--- config.mk ---
export PLATFORM = sky130hd
export DESIGN_NAME = sdram_bank_ctrl_flat
export DESIGN_NICKNAME = d
export VERILOG_FILES = /design/src/rtl/sdram_bank_ctrl_if.sv /design/src/rtl/sdram_bank_ctrl.sv /design/src/flat_wrapper.sv
export SDC_FILE = /design/constraint.sdc
export NUM_CORES = 1
export LEC_CHECK = 0
export CORE_MARGIN = 2
export CORE_UTILIZATION = 36
export DETAILED_ROUTE_END_ITERATION = 7
export HOLD_SLACK_MARGIN = 0.02
export MAX_ROUTING_LAYER = met4
export PLACE_DENSITY = 0.63
export SLEW_MARGIN = 40
export SYNTH_ARGS = -nofsm -noshare
export SYNTH_HDL_FRONTEND = slang
export SYNTH_SLANG_ARGS = --single-unit
--- constraint.sdc ---
create_clock -name clk_i -period 5.1 [get_ports clk_i]
set_input_delay 1.02 -clock clk_i [delete_from_list [all_inputs] [get_ports clk_i]]
set_output_delay 1.02 -clock clk_i [all_outputs]
set_load 0.02 [all_outputs]
--- src/rtl/sdram_bank_ctrl_if.sv ---
// sdram_bank_ctrl_if: request/command bundle for the SDRAM bank controller.
//   Request side : enable_i, req_valid_i/req_ready_o, req_we_i, bank_i, row_i, column_i
//   Timing       : trp_i, trcd_i (cycles, 0 behaves as 1)
//   Refresh      : refresh_req_i (level), refresh_ack_o (one-cycle pulse)
//   SDRAM command: cmd_o (0 NOP,1 ACT,2 RD,3 WR,4 PRE,5 PREA), ba_o, addr_o
// master = the mapper/refresh side, slave = the bank controller.
interface sdram_bank_ctrl_if #(
  parameter int MAX_CSIZE = 11,
  parameter int MAX_RSIZE = 13,
  parameter int BA_SIZE   = 2,
  parameter int TCNT_SIZE = 4
);
  logic                 enable_i;
  logic [TCNT_SIZE-1:0] trp_i;
  logic [TCNT_SIZE-1:0] trcd_i;
  logic                 req_valid_i;
  logic                 req_ready_o;
  logic                 req_we_i;
  logic [BA_SIZE-1:0]   bank_i;
  logic [MAX_RSIZE-1:0] row_i;
  logic [MAX_CSIZE-1:0] column_i;
  logic                 refresh_req_i;
  logic                 refresh_ack_o;
  logic [2:0]           cmd_o;
  logic [BA_SIZE-1:0]   ba_o;
  logic [MAX_RSIZE-1:0] addr_o;

  modport master (
    output enable_i, trp_i, trcd_i, req_valid_i, req_we_i, bank_i, row_i, column_i,
           refresh_req_i,
    input  req_ready_o, refresh_ack_o, cmd_o, ba_o, addr_o
  );

  modport slave (
    input  enable_i, trp_i, trcd_i, req_valid_i, req_we_i, bank_i, row_i, column_i,
           refresh_req_i,
    output req_ready_o, refresh_ack_o, cmd_o, ba_o, addr_o
  );
endinterface

--- src/rtl/sdram_bank_ctrl.sv ---
// sdram_bank_ctrl: per-bank open-row tracking and SDRAM command sequencing.
// Issues RD/WR on a page hit, ACT+RD/WR on an idle bank and PRE+ACT+RD/WR on a
// page miss, honouring tRP/tRCD, and closes all banks on refresh request.
// Ports:
//   clk_i  - clock
//   rst_ni - asynchronous active-low reset
//   bus    - sdram_bank_ctrl_if.slave (request handshake, timing, refresh, command bus)
module sdram_bank_ctrl #(
  parameter int MAX_CSIZE = 11,
  parameter int MAX_RSIZE = 13,
  parameter int BA_SIZE   = 2,
  parameter int TCNT_SIZE = 4
) (
  input logic               clk_i,
  input logic               rst_ni,
  sdram_bank_ctrl_if.slave  bus
);
  localparam int NBANK = 2 ** BA_SIZE;

  localparam logic [2:0] CMD_NOP  = 3'd0;
  localparam logic [2:0] CMD_ACT  = 3'd1;
  localparam logic [2:0] CMD_RD   = 3'd2;
  localparam logic [2:0] CMD_WR   = 3'd3;
  localparam logic [2:0] CMD_PRE  = 3'd4;
  localparam logic [2:0] CMD_PREA = 3'd5;

  localparam logic [MAX_RSIZE-1:0] PREA_ADDR = {{(MAX_RSIZE-11){1'b0}}, 1'b1, 10'd0};

  typedef enum logic [2:0] {IDLE, DECIDE, WAIT_RP, ACT, WAIT_RCD, RW, PREA, WAIT_RPA} state_t;

  state_t               state;
  logic [TCNT_SIZE-1:0] cnt;
  logic                 cur_we;
  logic [BA_SIZE-1:0]   cur_bank;
  logic [MAX_RSIZE-1:0] cur_row;
  logic [MAX_CSIZE-1:0] cur_col;
  logic [NBANK-1:0]     bank_open;
  logic [MAX_RSIZE-1:0] open_row [NBANK];

  logic [2:0]           cmd;
  logic [BA_SIZE-1:0]   ba;
  logic [MAX_RSIZE-1:0] addr;
  logic                 ack;

  logic ready, accept, hit, rcd_phase, rp_phase;

  // Number of NOP cycles between two commands separated by t (0 behaves as 1).
  function automatic logic [TCNT_SIZE-1:0] wait_len(input logic [TCNT_SIZE-1:0] t);
    return (t == '0) ? '0 : t - 1'b1;
  endfunction

  // Column on the A bus: A[9:0] = col[9:0], A10 = 0 (no auto-precharge), A11 = col[10].
  function automatic logic [MAX_RSIZE-1:0] col_addr(input logic [MAX_CSIZE-1:0] col);
    logic [MAX_RSIZE-1:0] a;
    a      = '0;
    a[9:0] = col[9:0];
    if (MAX_CSIZE > 10) a[11] = col[MAX_CSIZE-1];
    return a;
  endfunction

  always_comb begin
    ready     = bus.enable_i && (state == IDLE) && !bus.refresh_req_i;
    accept    = ready && bus.req_valid_i;
    hit       = bank_open[bus.bank_i] && (open_row[bus.bank_i] == bus.row_i);
    // DECIDE is the cycle the first command is on the bus; the register tells which path follows.
    rcd_phase = (state == ACT) || (state == WAIT_RCD) || (state == DECIDE && cmd == CMD_ACT);
    rp_phase  = (state == WAIT_RP) || (state == DECIDE && cmd == CMD_PRE);
  end

  assign bus.req_ready_o   = ready;
  assign bus.cmd_o         = cmd;
  assign bus.ba_o          = ba;
  assign bus.addr_o        = addr;
  assign bus.refresh_ack_o = ack;

  always_ff @(posedge clk_i or negedge rst_ni) begin
    if (!rst_ni) begin
      state     <= IDLE;
      cnt       <= '0;
      cur_we    <= 1'b0;
      cur_bank  <= '0;
      cur_row   <= '0;
      cur_col   <= '0;
      bank_open <= '0;
      for (int unsigned i = 0; i < NBANK; i++) open_row[i] <= '0;
      cmd       <= CMD_NOP;
      ba        <= '0;
      addr      <= '0;
      ack       <= 1'b0;
    end else begin
      cmd  <= CMD_NOP;
      ba   <= '0;
      addr <= '0;
      ack  <= 1'b0;
      if (state == IDLE) begin
        if (bus.refresh_req_i) begin
          if (|bank_open) begin
            cmd       <= CMD_PREA;
            addr      <= PREA_ADDR;
            bank_open <= '0;
            cnt       <= wait_len(bus.trp_i);
            state     <= PREA;
          end else begin
            ack <= 1'b1;
          end
        end else if (accept) begin
          // The first command is chosen from the live inputs on the accept edge so it
          // appears in the cycle right after accept; the same values are captured here.
          cur_we   <= bus.req_we_i;
          cur_bank <= bus.bank_i;
          cur_row  <= bus.row_i;
          cur_col  <= bus.column_i;
          ba       <= bus.bank_i;
          state    <= DECIDE;
          if (hit) begin
            cmd  <= bus.req_we_i ? CMD_WR : CMD_RD;
            addr <= col_addr(bus.column_i);
          end else if (!bank_open[bus.bank_i]) begin
            cmd                    <= CMD_ACT;
            addr                   <= bus.row_i;
            bank_open[bus.bank_i]  <= 1'b1;
            open_row[bus.bank_i]   <= bus.row_i;
            cnt                    <= wait_len(bus.trcd_i);
          end else begin
            cmd                   <= CMD_PRE;
            bank_open[bus.bank_i] <= 1'b0;
            cnt                   <= wait_len(bus.trp_i);
          end
        end
      end else if (rcd_phase) begin
        if (cnt == '0) begin
          cmd   <= cur_we ? CMD_WR : CMD_RD;
          ba    <= cur_bank;
          addr  <= col_addr(cur_col);
          state <= RW;
        end else begin
          cnt   <= cnt - 1'b1;
          state <= WAIT_RCD;
        end
      end else if (rp_phase) begin
        if (cnt == '0) begin
          cmd                <= CMD_ACT;
          ba                 <= cur_bank;
          addr               <= cur_row;
          bank_open[cur_bank] <= 1'b1;
          open_row[cur_bank]  <= cur_row;
          cnt                <= wait_len(bus.trcd_i);
          state              <= ACT;
        end else begin
          cnt   <= cnt - 1'b1;
          state <= WAIT_RP;
        end
      end else if (state == PREA || state == WAIT_RPA) begin
        if (cnt == '0) begin
          ack   <= 1'b1;
          state <= IDLE;
        end else begin
          cnt   <= cnt - 1'b1;
          state <= WAIT_RPA;
        end
      end else begin
        // RW, or DECIDE after a page hit: the access is complete.
        state <= IDLE;
      end
    end
  end
endmodule

--- src/flat_wrapper.sv ---
// flat-port wrapper written by rule: the top's interface ports become plain ports
module sdram_bank_ctrl_flat 
#(
  parameter int MAX_CSIZE = 11,
  parameter int MAX_RSIZE = 13,
  parameter int BA_SIZE   = 2,
  parameter int TCNT_SIZE = 4
)
  (clk_i, rst_ni, bus_enable_i, bus_trp_i, bus_trcd_i, bus_req_valid_i, bus_req_we_i, bus_bank_i, bus_row_i, bus_column_i, bus_refresh_req_i, bus_req_ready_o, bus_refresh_ack_o, bus_cmd_o, bus_ba_o, bus_addr_o);
  sdram_bank_ctrl_if #(.MAX_CSIZE(MAX_CSIZE), .MAX_RSIZE(MAX_RSIZE), .BA_SIZE(BA_SIZE), .TCNT_SIZE(TCNT_SIZE)) bus_i ();
  input logic clk_i;
  input logic rst_ni;
  input wire logic [$bits(bus_i.enable_i)-1:0] bus_enable_i;
  input wire logic [$bits(bus_i.trp_i)-1:0] bus_trp_i;
  input wire logic [$bits(bus_i.trcd_i)-1:0] bus_trcd_i;
  input wire logic [$bits(bus_i.req_valid_i)-1:0] bus_req_valid_i;
  input wire logic [$bits(bus_i.req_we_i)-1:0] bus_req_we_i;
  input wire logic [$bits(bus_i.bank_i)-1:0] bus_bank_i;
  input wire logic [$bits(bus_i.row_i)-1:0] bus_row_i;
  input wire logic [$bits(bus_i.column_i)-1:0] bus_column_i;
  input wire logic [$bits(bus_i.refresh_req_i)-1:0] bus_refresh_req_i;
  output wire logic [$bits(bus_i.req_ready_o)-1:0] bus_req_ready_o;
  output wire logic [$bits(bus_i.refresh_ack_o)-1:0] bus_refresh_ack_o;
  output wire logic [$bits(bus_i.cmd_o)-1:0] bus_cmd_o;
  output wire logic [$bits(bus_i.ba_o)-1:0] bus_ba_o;
  output wire logic [$bits(bus_i.addr_o)-1:0] bus_addr_o;
  assign bus_i.enable_i = bus_enable_i;
  assign bus_i.trp_i = bus_trp_i;
  assign bus_i.trcd_i = bus_trcd_i;
  assign bus_i.req_valid_i = bus_req_valid_i;
  assign bus_i.req_we_i = bus_req_we_i;
  assign bus_i.bank_i = bus_bank_i;
  assign bus_i.row_i = bus_row_i;
  assign bus_i.column_i = bus_column_i;
  assign bus_i.refresh_req_i = bus_refresh_req_i;
  assign bus_req_ready_o = bus_i.req_ready_o;
  assign bus_refresh_ack_o = bus_i.refresh_ack_o;
  assign bus_cmd_o = bus_i.cmd_o;
  assign bus_ba_o = bus_i.ba_o;
  assign bus_addr_o = bus_i.addr_o;
  sdram_bank_ctrl #(.MAX_CSIZE(MAX_CSIZE), .MAX_RSIZE(MAX_RSIZE), .BA_SIZE(BA_SIZE), .TCNT_SIZE(TCNT_SIZE)) u_core (.clk_i(clk_i), .rst_ni(rst_ni), .bus(bus_i));
endmodule
After elaboration in Yosys (flattened, before gate mapping)
Cells that the tools add are included.

word-level totals
  bits in registers = 109
  ROM bits = 0
  bits of input ports = 40
  bits in writable memories = 0
  memories = 0
  latch bits = 0
  word-level logic and storage cells = 168
  output and inout port bits = 20

cells by class
  shift operators = 0
  $add $sub $neg = 3
  eq/ne operators = 17
  bitwise gates (word level) = 7
  multipliers = 0
  magnitude comparators = 8
  reductions and logical operators = 28
  multiplexer cells = 90
  divide/modulo/power cells = 0

operators by type and width
  operator               count
  $mux W52               8
  $mux W13               12
  $bwmux W52             2
  $mux W4                22
  $demux W13 S2          2
  $mux W3                17
  $bmux W13 S2           1
  $mux W1                15
  $eq A13 B13 Y1         1
  $eq A3 B3 Y1 const B   4
  $logic_not A4 Y1       3
  $mux W12               1
  $mux W2                6
  $sub A4 B1 Y4 const B  3
  $mux W11               1
  $logic_and A1 B1 Y1    10
  $ne A2 B2 Y1 const B   4
  $or A4 B4 Y4           2
  $reduce_and A7 Y1      1
  $eq A3 B1 Y1 const B   2
  $eq A3 B2 Y1 const B   2
  $ge A3 B3 Y1 const B   2
  $lt A2 B3 Y1 const B   2
  $lt A3 B1 Y1 const B   2
  other kinds (20)       28

Logic depth before layout (Yosys ltp)
  word-level depth = 11
  mapped depth = 9
  gate-level depth less buffers = 8

Least setup slack after synthesis
Ideal clock, no wire load.

  path type = in2reg
  from = input port bus_bank_i[0]
  to = register u_core.cnt[1]
  arrival time = 2.818 ns
  required time = 4.975 ns
  setup time = 0.125 ns
  stages = 7
  slack = 2.157 ns
  path buffers = 1
  cell sequence = buf_6 mux4_1 xnor2_2 nand4_2 nor4_4 nor3_2 mux2_4

on the way
  cells in the longest elaborated chain, start to end = 8
  elaborated cells on any way between the ends = 15
  classes of those cells = eq/ne (2); mux (10); bitwise (1); reduce/logical (2)

RTL lines
  element                                      RTL line                text
  from (decl)                                  flat_wrapper.sv:18      input wire logic [$bits(bus_i.bank_i)-1:0] bus_bank_i;
  $not A2 Y3 (not written as such)             sdram_bank_ctrl.sv:64   hit = bank_open[bus.bank_i] && (open_row[bus.bank_i] == bus.row_i);
  $bmux W13 S2                                 sdram_bank_ctrl.sv:64
  $mux W13 (not written as such) (2 in a row)  sdram_bank_ctrl.sv:64
  $eq A13 B13 Y1                               sdram_bank_ctrl.sv:64
  $logic_and A1 B1 Y1                          sdram_bank_ctrl.sv:64
  $ne A3 B3 Y1 (no source line)                n/a
  $reduce_and A4 Y1 (no source line)           n/a
  to (signal assigned)                         sdram_bank_ctrl.sv:101  cnt <= wait_len(bus.trp_i);
  to (signal assigned)                         sdram_bank_ctrl.sv:123  cnt <= wait_len(bus.trcd_i);
  to (signal assigned)                         sdram_bank_ctrl.sv:127  cnt <= wait_len(bus.trp_i);
  to (decl)                                    sdram_bank_ctrl.sv:32   logic [TCNT_SIZE-1:0] cnt;

Parallel ways exist; a longest one is shown, timed or not. The select of a mux whose other input is x is not followed.
A chain may end at the register's enable or synchronous reset.

Final worst setup path
  from = input port bus_refresh_req_i
  to = output port bus_req_ready_o

on the way
  cells in the longest elaborated chain, start to end = 2

RTL lines
  element              RTL line               text
  from (decl)          flat_wrapper.sv:21     input wire logic [$bits(bus_i.refresh_req_i)-1:0] bus_refresh_req_i;
  $logic_not A1 Y1     sdram_bank_ctrl.sv:62  ready = bus.enable_i && (state == IDLE) && !bus.refresh_req_i;
  $logic_and A1 B1 Y1  sdram_bank_ctrl.sv:62
  to (decl)            flat_wrapper.sv:22     output wire logic [$bits(bus_i.req_ready_o)-1:0] bus_req_ready_o;

No other way between the ends.

==> impl_metrics.prom <==
# TYPE chip_impl_metric gauge
chip_impl_info{name="outcome",value="finished clean"} 1
chip_impl_metric{name="period_needed",unit="ns"} 3.76
chip_impl_metric{name="first_iteration_detailed_routing_drc_count",unit=""} 419
chip_impl_metric{name="postSynthCellCount",unit=""} 552
chip_impl_metric{name="worst_setup_hold_path_clk_slew",unit="ns"} 0.08
chip_impl_metric{name="ctsHtreeMaxLevel",unit=""} 3
chip_impl_metric{name="syn_nets",unit=""} 593
chip_impl_metric{name="drv_slew",unit=""} 0
chip_impl_metric{name="routed_wire_length_per_instance",unit="µm"} 20.7
chip_impl_metric{name="clk_path_buf_depth",unit=""} 2
chip_impl_metric{name="layout_utilization",unit=""} 0.427
chip_impl_metric{name="global_route_usage_sum",unit=""} 0.200
chip_impl_metric{name="p_total",unit="µW"} 3650
chip_impl_info{name="top_area_cells_in_the_synthesized_netlist",value="sky130_fd_sc_hd__dfrtp_1 45%, sky130_fd_sc_hd__a32o_1 6.5%, sky130_fd_sc_hd__nand2_1 6.4%"} 1
chip_impl_info{name="clock_tree_from_tritoncts",value="done"} 1
chip_impl_metric{name="syn-mean-instance-area",unit="µm²"} 10.9
chip_impl_info{name="critical_path.top_delay_family",value="buffers and inverters"} 1
chip_impl_metric{name="clock_insertion_delay_worst_skew",unit="ns"} 0.36
chip_impl_metric{name="routed_wirelength",unit="µm"} 16800
chip_impl_metric{name="die_y",unit="µm"} 133
chip_impl_metric{name="initial_utilization",unit=""} 0.365
chip_impl_metric{name="cts_hold_repair.buffers",unit=""} 0
chip_impl_metric{name="route.vias.total",unit=""} 4774
chip_impl_metric{name="skew",unit="ns"} 0.00868
chip_impl_metric{name="reg2reg_slack",unit="ns"} 1.89
chip_impl_metric{name="placementRows",unit=""} 47
chip_impl_metric{name="port-buffer-count",unit=""} 59
chip_impl_metric{name="cts.repair_timing.setup_buffer_count",unit=""} 0
chip_impl_metric{name="netlist-cell-type-count",unit=""} 60
chip_impl_metric{name="fin_area",unit="µm²"} 7030
chip_impl_metric{name="remaining_drc_errors",unit=""} 0
chip_impl_metric{name="clock_sinks",unit=""} 109
chip_impl_metric{name="synth-seq-cells",unit=""} 109
chip_impl_metric{name="final_setup_fails",unit=""} 0
chip_impl_metric{name="grt_start_max_net_pins",unit=""} 80
chip_impl_info{name="worst_path_most_repeated_cell",value="sky130_fd_sc_hd__clkdlybuf4s50_1"} 1
chip_impl_info{name="post-synth-top-area-cell",value="sky130_fd_sc_hd__dfrtp_1"} 1
chip_impl_metric{name="synth_top_cell_area_share",unit=""} 0.454
chip_impl_info{name="critical_path.cell_chain",value="clkdlybuf4s50_1 > inv_1 > and3_1 > clkdlybuf4s50_1"} 1
chip_impl_metric{name="drt_pre_antenna_iters",unit=""} 5
chip_impl_metric{name="finalNetCount",unit=""} 627
chip_impl_metric{name="post_route_cells_drive_above_1_share",unit=""} 0.146
chip_impl_metric{name="final.period_utilization",unit=""} 0.738
chip_impl_metric{name="ys_warn_count",unit=""} 0
chip_impl_metric{name="ir_drop",unit="mV"} 0.210
chip_impl_metric{name="worst-path-max-fanout",unit=""} 12
chip_impl_metric{name="detailedPlacementHpwl",unit="µm"} 10800
chip_impl_metric{name="tightest_hold_margin",unit="ns"} 0.482
chip_impl_metric{name="grt_pass1_wl",unit="µm"} 27000
chip_impl_metric{name="ctsResizeCount",unit=""} 0
chip_impl_info{name="timing.critical_path.to_type",value="output port"} 1
chip_impl_info{name="clockRootBuffer",value="sky130_fd_sc_hd__clkbuf_16"} 1
chip_impl_metric{name="max_cap_viol_count",unit=""} 0
chip_impl_metric{name="timing.critical_path.required",unit="ns"} 4.08
chip_impl_metric{name="ys_async_sr_fraction",unit=""} 1.00
chip_impl_metric{name="total_die_area",unit="µm²"} 17700
chip_impl_info{name="unrepaired_setup_endpoints_after_global_routing",value="no"} 1
chip_impl_info{name="worst_setup_path_start_kind",value="primary input"} 1
chip_impl_metric{name="max_freq",unit="MHz"} 266
chip_impl_metric{name="number_of_buffers_created_by_cts",unit=""} 9
chip_impl_metric{name="synth_sequential_area_ratio",unit=""} 0.454
chip_impl_info{name="crit_path_top_delay_cell",value="sky130_fd_sc_hd__clkdlybuf4s50_1"} 1
chip_impl_info{name="layout.cells.most_common",value="sky130_fd_sc_hd__dfrtp_1"} 1
chip_impl_info{name="highest_count_cells_in_the_layout_ignoring_fill_and_taps",value="109 x sky130_fd_sc_hd__dfrtp_1, 102 x sky130_fd_sc_hd__nand2_1, 57 x sky130_fd_sc_hd__clkdlybuf4s50_1"} 1
chip_impl_metric{name="gpl.final_weighted_congestion",unit=""} 0.854
chip_impl_metric{name="drt.antenna.violating_nets",unit=""} 0
chip_impl_metric{name="hold_viol_final",unit=""} 0
chip_impl_metric{name="power_density",unit="nW/µm²"} 519
chip_impl_metric{name="static-leakage-power",unit="µW"} 0.00302
chip_impl_metric{name="antenna-diode-count",unit=""} 0
chip_impl_metric{name="max_slew.worst_pin.slew",unit="ns"} 0.799
chip_impl_metric{name="die_w",unit="µm"} 133
chip_impl_metric{name="grt_overflow_total",unit=""} 0
chip_impl_metric{name="synth.cell_area",unit="µm²"} 6000
chip_impl_metric{name="timing.critical_path.buf_inv",unit=""} 3
chip_impl_metric{name="floorplan.core_area",unit="µm²"} 16500
chip_impl_metric{name="vias_per_cell",unit=""} 5.89
chip_impl_metric{name="worst-endpoint-arrival",unit="ns"} 2.74
chip_impl_metric{name="total_cell_area_at_the_placement_stage",unit="µm²"} 6750
chip_impl_info{name="ys_dominant_reg_cell",value="sky130_fd_sc_hd__dfrtp_1"} 1
chip_impl_metric{name="number_of_antenna_violations_at_the_first_check_in_global_routing",unit=""} 0
chip_impl_info{name="tightest_hold_check_type",value="reg2reg"} 1
chip_impl_metric{name="final.setup.tns",unit="ns"} 0
chip_impl_metric{name="slowest_delay",unit="ns"} 0.78
chip_impl_metric{name="slew-limit-headroom",unit=""} 0.468
chip_impl_metric{name="areaGrowthSynthToFinish",unit="%"} 17.1
chip_impl_metric{name="number_of_synthesized_flops_with_an_enable_pin",unit=""} 0
chip_impl_metric{name="floorplan.io_pins",unit=""} 60
chip_impl_info{name="timing.setup.critical_path_class",value="in2out"} 1
chip_impl_metric{name="grt_pass1_vias",unit=""} 4842
[registers in the layout, indices dropped and copies added, names as in the netlist]
signal	count
u_core.bus.refresh_ack_o	1
u_core.bus.ba_o	2
u_core.bus.cmd_o	3
u_core.bus.addr_o	13
u_core.cnt	4
u_core.open_row	52
u_core.state	3
u_core.cur_bank	2
u_core.cur_col	11
u_core.cur_row	13
u_core.cur_we	1
u_core.bank_open	4
[cell type report]
class | instances | area [µm²]
flip-flops and latches | 109 | 2730
repair buffers | 75 | 707
clock buffers | 9 | 225
well taps | 220 | 275
fillers | 1558 | 9430
inverters | 5 | 18.8
multi-input cells | 386 | 3030
clock inverters | 7 | 48.8
[cell families (layout without fill, tap and decap cells)]
| family | count (synthesis) | in the layout | share of synthesized area |
|---|---|---|---|
| muxes | 58 | 58 | 0.138 |
| adders and majority gates | 1 | 1 | 0.00208 |
| xor gates and xnor gates | 14 | 14 | 0.0329 |
| AOI/OAI and AO/OA | 135 | 135 | 0.183 |
| buffers and inverters | 57 | 96 | 0.0461 |
| and+or+nand+nor | 178 | 178 | 0.144 |
| DFF | 109 | 109 | 0.454 |
[layer usage]
metal,share of wire,vias up,GRT usage
li1,-,2144,-
met1,0.44,2394,0.267
met2,0.47,208,0.308
met3,0.070,28,0.0289
met4,0.020,0,0.0839
met5,0,-,-
[Yosys cell counts (4+ instances only)]
cell / instances
sky130_fd_sc_hd__dfrtp_1: 109
sky130_fd_sc_hd__nand2_1: 102
sky130_fd_sc_hd__clkbuf_1: 41
sky130_fd_sc_hd__a32o_1: 39
sky130_fd_sc_hd__mux2_1: 30
sky130_fd_sc_hd__nor2_1: 20
sky130_fd_sc_hd__a22oi_1: 14
sky130_fd_sc_hd__o2bb2ai_1: 13
sky130_fd_sc_hd__o21ai_0: 12
sky130_fd_sc_hd__o21ai_1: 12
sky130_fd_sc_hd__a222oi_1: 11
sky130_fd_sc_hd__mux4_2: 11
sky130_fd_sc_hd__a21oi_1: 10
sky130_fd_sc_hd__xnor2_2: 10
sky130_fd_sc_hd__mux2_2: 9
sky130_fd_sc_hd__nand3_1: 8
sky130_fd_sc_hd__and3_1: 6
sky130_fd_sc_hd__nor3_1: 6
sky130_fd_sc_hd__a31oi_1: 5
sky130_fd_sc_hd__buf_6: 5
sky130_fd_sc_hd__inv_1: 5
sky130_fd_sc_hd__buf_2: 4
sky130_fd_sc_hd__nand2b_1: 4
sky130_fd_sc_hd__nand3b_1: 4
sky130_fd_sc_hd__or3_1: 4
[stage by stage]
step,std cells,worst slack (ns)
after floorplan,552,2.16
after global placement,795,1.15
after detailed placement,795,1.11
after CTS,811,1.39
after global routing,811,1.29
final,811,1.34
[where the power goes]
part / switching, µW / internal, µW / leakage (µW)
Combinational: 769 / 672 / 0.00144
Clock: 341 / 334 / 0.000136
Sequential: 324 / 1210 / 0.00144
Total: 1430 / 2220 / 0.00302
[worst paths after layout]
path,start,to,cells past startpoint
setup reg to reg,u_core.state[2],u_core.open_row[10],7
hold / removal,u_core.cur_col[8],u_core.cur_col[8],2
setup / recovery,bus_refresh_req_i,bus_req_ready_o,4
hold reg to reg,u_core.cur_col[8],u_core.cur_col[8],2
min in group asynchronous,rst_ni,u_core.bus.addr_o[7],1
max in group asynchronous,rst_ni,u_core.open_row[39],2
[worst min-delay path, cell delays in order, from the launching register on]
cell and delay [ns]:
sky130_fd_sc_hd__dfrtp_1 0.35, sky130_fd_sc_hd__nand2_1 0.05, sky130_fd_sc_hd__nand2_1 0.06
(Power assumes the default switching activity.)
==> RTL edit (same settings) <==
The 8 states of `state_t` get a Gray code encoding in 3 bits.
--- a/src/rtl/sdram_bank_ctrl.sv
+++ b/src/rtl/sdram_bank_ctrl.sv
@@ -26,7 +26,7 @@
 
   localparam logic [MAX_RSIZE-1:0] PREA_ADDR = {{(MAX_RSIZE-11){1'b0}}, 1'b1, 10'd0};
 
-  typedef enum logic [2:0] {IDLE, DECIDE, WAIT_RP, ACT, WAIT_RCD, RW, PREA, WAIT_RPA} state_t;
+  typedef enum logic [2:0] {IDLE = 3'b000, DECIDE = 3'b001, WAIT_RP = 3'b011, ACT = 3'b010, WAIT_RCD = 3'b110, RW = 3'b111, PREA = 3'b101, WAIT_RPA = 3'b100} state_t;
 
   state_t               state;
   logic [TCNT_SIZE-1:0] cnt;
Behaviour: no difference found for any inputs over 4 cycles, from zero or initial values and one cycle with rst_ni low; so few cycles prove little.
==> RTL edit against the original RTL <==
  * Design area is 5.8% lower
  * Register-to-register slack better by 0.48 ns
  * Wire length is 5.8% lower
  * Largest cell class is now registers
  * Area after synthesis is 7.6% lower
  * Total power is 10% lower
  * Sequential share of layout area is 2.4 points higher
  * Global-route usage is 0.74 points higher
  * Synthesized cell count is 3.1% higher
  * Sequential cell count stayed put
  * Highest routed layer unchanged
  * Worst setup slack better by 0.054 ns
==> RTL edit: results (changes against the original RTL) <==
Fraction of area in multi-input gates: 39.32% (was 43.10%)
Syn nets: 610 (was 593)
Status: complete, no violations (unchanged)
Crit. Startpoint: bus_bank_i[0] (was bus_refresh_req_i)
Least-Margin Pin Slew: 0.7528 ns (was 0.7985 ns)
Leak: 2.814 nW (was 3.016 nW)
Post-synthesis mux area share: 7.149% (was 13.84%)
Routability Congestion: 0.8904 (was 0.8544)
Tmin final: 3.711 ns (was 3.765 ns)
Peak VDD IR: 196.6 uV (was 210.3 uV)
Total GRT Usage: 20.73% (was 19.99%)
Routed length per instance: 19.70 um (was 20.67 um)
R2R Path End: u_core.open_row[9] (was u_core.open_row[10])
Non-clk buf share: 11.20% (was 10.05%)
Worst Setup EP: u_core.cnt[3] (was bus_req_ready_o)
Hold Startpoint: u_core.cur_col[0] (was u_core.cur_col[8])
TritonRoute pass-1 iters: 6 (was 5)
Xor/xnor cell area share of the yosys netlist: 2.210% (was 3.292%)
Hold Slack: 0.4777 ns (was 0.4823 ns)
Iter 0 DRT Violations: 473 (was 419)
Signal inverters: 7 (was 5)
# Taps: 188 (was 220)
Area share of fa/ha/maj cells after synthesis: 0.2255% (was 0.2084%)
Sink of the worst hold path: u_core.cur_col[0] (was u_core.cur_col[8])
Reg-to-reg setup timing slack: 2.37 ns (was 1.89 ns)
DP Worst Slack: 0.9935 ns (was 1.113 ns)
Final Non-Filler Cells: 802 (was 811)
Sequential area share after synthesis: 49.17% (was 45.43%)
Sw Ratio: 38.47% (was 39.26%)
Largest net degree at the start of global routing: 70 (was 80)
Synth cell types: 51 (was 60)
RTL edit: cell count changes in the layout (fill, tap and decap cells not counted), sizes merged, moves of 6 or more:
cell / unedited run / this run
mux2: 42 / 1
a32o: 39 / 0
a22oi: 14 / 51
nand2: 102 / 135
o21ai: 27 / 59
a211oi: 0 / 8
nand3: 9 / 3
RTL edit: per-layer routing:
layer	track usage [%]	wire length (um)	part of all wire [%]	vias to the layer above
li1	-	-	-	2153
met4	8.339	362	2.3	0
met5	-	0	0	-
met2	30.95	7353	47	192
met1	28.40	7159	45	2331
met3	3.255	921	5.8	24
RTL edit: kinds of logic (layout without fill, tap and decap cells):
group | after synthesis | after routing
compound gates | 172 | 172
xor+xnor | 14 | 14
fa+ha+maj | 1 | 1
buf+inv | 56 | 101
flops | 109 | 109
mux | 19 | 19
simple gates | 198 | 198
